==> src/rtl/mult_nibble_seq.sv <==
// Sequential unsigned WIDTH_A x WIDTH_B multiplier built on one 4x4 nibble product.
// Optional: define MULT_NIBBLE_SEQ_ZERO_SKIP_EN to skip rows whose A nibble is zero.
module mult_nibble_seq #(
  parameter int WIDTH_A = 16,
  parameter int WIDTH_B = 16
) (
  input  logic                       clk,
  input  logic                       rst,
  input  logic                       in_valid,
  output logic                       in_ready,
  input  logic [WIDTH_A-1:0]         a,
  input  logic [WIDTH_B-1:0]         b,
  output logic                       out_valid,
  input  logic                       out_ready,
  output logic [WIDTH_A+WIDTH_B-1:0] p,
  output logic                       busy
);

  localparam int NA = WIDTH_A / 4;
  localparam int NB = WIDTH_B / 4;
  localparam int PW = WIDTH_A + WIDTH_B;
  localparam int IW = (NA > 1) ? $clog2(NA) : 1;
  localparam int JW = (NB > 1) ? $clog2(NB) : 1;

  typedef enum logic [1:0] {
    IDLE,
    BUSY,
    DONE
  } state_t;

  state_t             state;
  logic [WIDTH_A-1:0] a_r;
  logic [WIDTH_B-1:0] b_r;
  logic [IW-1:0]      i;
  logic [JW-1:0]      j;
  logic [PW-1:0]      acc;

  logic [3:0]         nib_a;
  logic [3:0]         nib_b;
  logic [7:0]         pp;
  logic [6:0]         sh;
  logic [PW-1:0]      term;
  logic               last_i;
  logic               last_j;
  logic               skip;

  always_comb begin
    nib_a  = 4'(a_r >> {i, 2'b00});
    nib_b  = 4'(b_r >> {j, 2'b00});
    pp     = {4'b0, nib_a} * {4'b0, nib_b};
    sh     = 7'({i, 2'b00}) + 7'({j, 2'b00});
    term   = PW'(pp) << sh;
    last_i = (i == IW'(NA - 1));
    last_j = (j == JW'(NB - 1));
`ifdef MULT_NIBBLE_SEQ_ZERO_SKIP_EN
    skip   = (j == '0) && (nib_a == 4'd0);
`else
    skip   = 1'b0;
`endif
  end

  always_ff @(posedge clk or posedge rst) begin
    if (rst) begin
      state <= IDLE;
      a_r   <= '0;
      b_r   <= '0;
      i     <= '0;
      j     <= '0;
      acc   <= '0;
    end else begin
      unique case (state)
        IDLE: begin
          if (in_valid) begin
            a_r   <= a;
            b_r   <= b;
            acc   <= '0;
            i     <= '0;
            j     <= '0;
            state <= BUSY;
          end
        end
        BUSY: begin
          if (skip) begin
            j <= '0;
            if (last_i) state <= DONE;
            else        i     <= i + 1'b1;
          end else begin
            acc <= acc + term;
            if (last_j) begin
              j <= '0;
              if (last_i) state <= DONE;
              else        i     <= i + 1'b1;
            end else begin
              j <= j + 1'b1;
            end
          end
        end
        DONE: begin
          if (out_ready) state <= IDLE;
        end
        default: state <= IDLE;
      endcase
    end
  end

  // Handshake flags decode straight from the state register.
  assign in_ready  = (state == IDLE);
  assign busy      = (state == BUSY);
  assign out_valid = (state == DONE);
  assign p         = acc;

endmodule

==> config.mk <==
export PLATFORM = sky130hd
export DESIGN_NAME = mult_nibble_seq
export DESIGN_NICKNAME = d
export VERILOG_FILES = /design/src/rtl/mult_nibble_seq.sv
export SDC_FILE = /design/constraint.sdc
export NUM_CORES = 1
export LEC_CHECK = 0
export CORE_MARGIN = 2
export CORE_UTILIZATION = 53
export CTS_BUF_LIST = sky130_fd_sc_hd__clkbuf_2
export DETAILED_ROUTE_END_ITERATION = 8
export GPL_ROUTABILITY_DRIVEN = 1
export PLACE_DENSITY_LB_ADDON = 0.2
export SYNTH_ARGS = -nofsm -noshare
export SYNTH_HDL_FRONTEND = slang
export SYNTH_SLANG_ARGS = --single-unit
==> constraint.sdc <==
create_clock -name clk -period 11.9 [get_ports clk]
set_input_delay 1.19 -clock clk [delete_from_list [all_inputs] [get_ports clk]]
set_output_delay 1.19 -clock clk [all_outputs]
set_load 0.05 [all_outputs]
==> results.cfg <==
[global_route]
grt_pass1_vias = 4318
antenna_found_initial = 0
grt-ovfl-total = 0
grt_max_degree = 71
grt_usage_pct = 25.0
grt_pass1_wl_mm = 20.6

[synthesis]
netlist_area_sq_um = 5190
synth_compound_area_share_pct = 17.6
synthCells = 614
syn-num-nets = 702
yosysTopAreaCell = dfrtp_1
synth_top_family_by_area = simple AND/OR/NAND/NOR gates
synthTopCellsByArea = dfrtp_1, ha_1, nand2_1
synth-simple-area-share_pct = 22.5
yosys.area_share.adder_pct = 13.4
ys_async_sr_fraction_pct = 100
yosysTopAreaCellShare_pct = 33.8
synthDistinctLibCells = 65
ys.warnings.count = 0
synth_ff_type = dfrtp_1
synth_xor_area_share_pct = 4.39
syn_avg_cell_area_sq_um = 8.45
ys_ff_latch = 70
synthMuxAreaShare_pct = 4.24
synth-edff-count = 0
ys_seq_area_share_pct = 33.8

[finish]
area_growth_pct = 18.0
antenna_cells = 0
fin_nets = 761
multi_input_area_sq_um = 3230
seq_area_sq_um = 1750
final_cell_mix = nand2_1, dfrtp_1, clkdlybuf4s50_1
drive_above_1_share_pct = 6.20
fill_cells = 855
final_util_pct = 63.5
stdcell_area_sq_um = 6120
final_common_cell = nand2_1

[routing]
vias_per_cell = 5.54
wirelength_mm = 12.4
antenna_left = 0
drc = 0
wl_per_cell_um = 15.2
vias = 4489
drt_iter0_drc = 203
first_pass_iters = 5

[flow_run]
maxCapViolCount = 0

[critical_path]
cpPeakStageDelay_ps = 630
start_kind = flop
worstPathRequired_ps = 12350
worst_path_max_delay_cell = mux4_2
critPathMaxFanout = 8
critical_path_buf_inv_count = 1
arrival_ps = 6710
critPathTopFamily = compound AO/OA/AOI/OAI gates
critical_path_class = flop to flop
endpoint_kind = flop
worstPathCellList = mux4_2 -> nand2_1 -> fa_1 -> inv_1 -> fa_1 -> ha_1 -> a21o_1 -> a21oi_1 -> o21bai_1 -> a21oi_1 -> xnor2_1 -> a21oi_1 -> nor2_1 -> ha_1 -> a21o_1 -> a21o_1 -> a221oi_2 -> o21ai_1 -> o311a_1 -> o21ai_2 -> a21boi_1 -> or3_1 -> a32o_1

[sta]
clock_skew_ps = 20.6
setup_tns_ps = 0
min_period_ps = 6260
grt_setup_unrepaired = no
drv_slew = 0
hold_viol_final = 0
setup_violations = 0
period_share_pct = 52.6
max_freq_mhz = 160
hold_slack_ps = 496
worst_pin_slew_ps = 894
relSlewSlack_pct = 40.4

[cts]
clock_latency_ps = 540
htree_levels = 3
post_cts_resized = 0
cts-buffers-inserted = 9
cts-root-buf = clkbuf_2
clock_sinks = 70
cts_tree = done
postCtsHoldBufs = 0
cts.clk_slew.worst_paths_ps = 190
post_cts_buffers = 0
clockBufferDepth = 2

[floorplanning]
die_area_sq_um = 10600
row_count = 36
io_pins = 71
die_y_um = 103
start_util_pct = 53.8
core-area_sq_um = 9640
die_x_um = 103

[place]
placed_area_sq_um = 5980
place.gp.congestion = 1.00
hpwl_mm = 9.30
port_buffers = 70

[hold_path]
hold_class = flop to flop

[run_status]
outcome = complete, no violations
path summary, 6_finish.rpt:
| kind | depth (start not counted) | slack, ps | start | to |
|---|---|---|---|---|
| max reg2reg | 23 | 5640 | i[0] | p[28] |
| min reg2reg | 2 | 500 | b_r[4] | b_r[4] |
| min in group asynchronous | 3 | 1180 | rst | a_r[15] |
| max | 23 | 5640 | i[0] | p[28] |
| max in group asynchronous | 3 | 10090 | rst | p[6] |
| min | 2 | 500 | b_r[4] | b_r[4] |
registers in the layout, indices dropped and copies added (netlist names):
| register | flops |
|---|---|
| j | 2 |
| state | 2 |
| a_r | 16 |
| b_r | 16 |
| p | 32 |
| i | 2 |
worst min-delay path, stage by stage (launching register included):
cell	delay, ps
dfrtp_1	380
nand2_1	50
nand2_1	50
synth_stat cells (8+ instances only):
cell type and n:
a21o_1 12, a21oi_1 33, and2_1 14, clkbuf_1 19
dfrtp_1 70, ha_1 46, inv_1 25, mux4_2 8
nand2_1 139, nand3_1 25, nor2_1 41, nor2b_1 9
nor3_1 10, o21ai_0 29, o21ai_1 12, xnor2_1 14
xor2_1 12
per-stage QoR:
stage | instances | worst slack (ps)
floorplan | 614 | 6110
global placement | 795 | 5930
detailed placement | 795 | 5680
CTS | 810 | 5660
global route | 810 | 5270
finish | 810 | 5640
final cells by class:
type                       count  share of cell area (%)
clock buffer                  10                   0.817
clock inverter                 5                    1.61
inverter                      25                    1.53
multi-input combinational    492                    52.7
sequential                    70                    28.6
tap                          133                    2.72
timing repair buffer          75                    12.1
cell families after synthesis:
family	after synthesis
buffers and inverters	52
AO/OA/AOI/OAI	138
flip-flops	70
XOR/XNOR	26
AND/OR/NAND/NOR	264
adder cells (fa/ha/maj)	52
multiplexers	12
layer usage:
| metal | GRT usage [%] | wire (um) | share of wire, % | vias up |
|---|---|---|---|---|
| met5 | 0 | 0 | 0 | - |
| met4 | 11.1 | 289 | 2.3 | 0 |
| met1 | 31.7 | 5560 | 45 | 2099 |
| met3 | 3.39 | 407 | 3.3 | 20 |
| li1 | - | - | - | 2268 |
| met2 | 42.6 | 6100 | 49 | 102 |
Power is not shown: default switching activity piles up to over one toggle a cycle in this logic, so the estimate is an artifact.
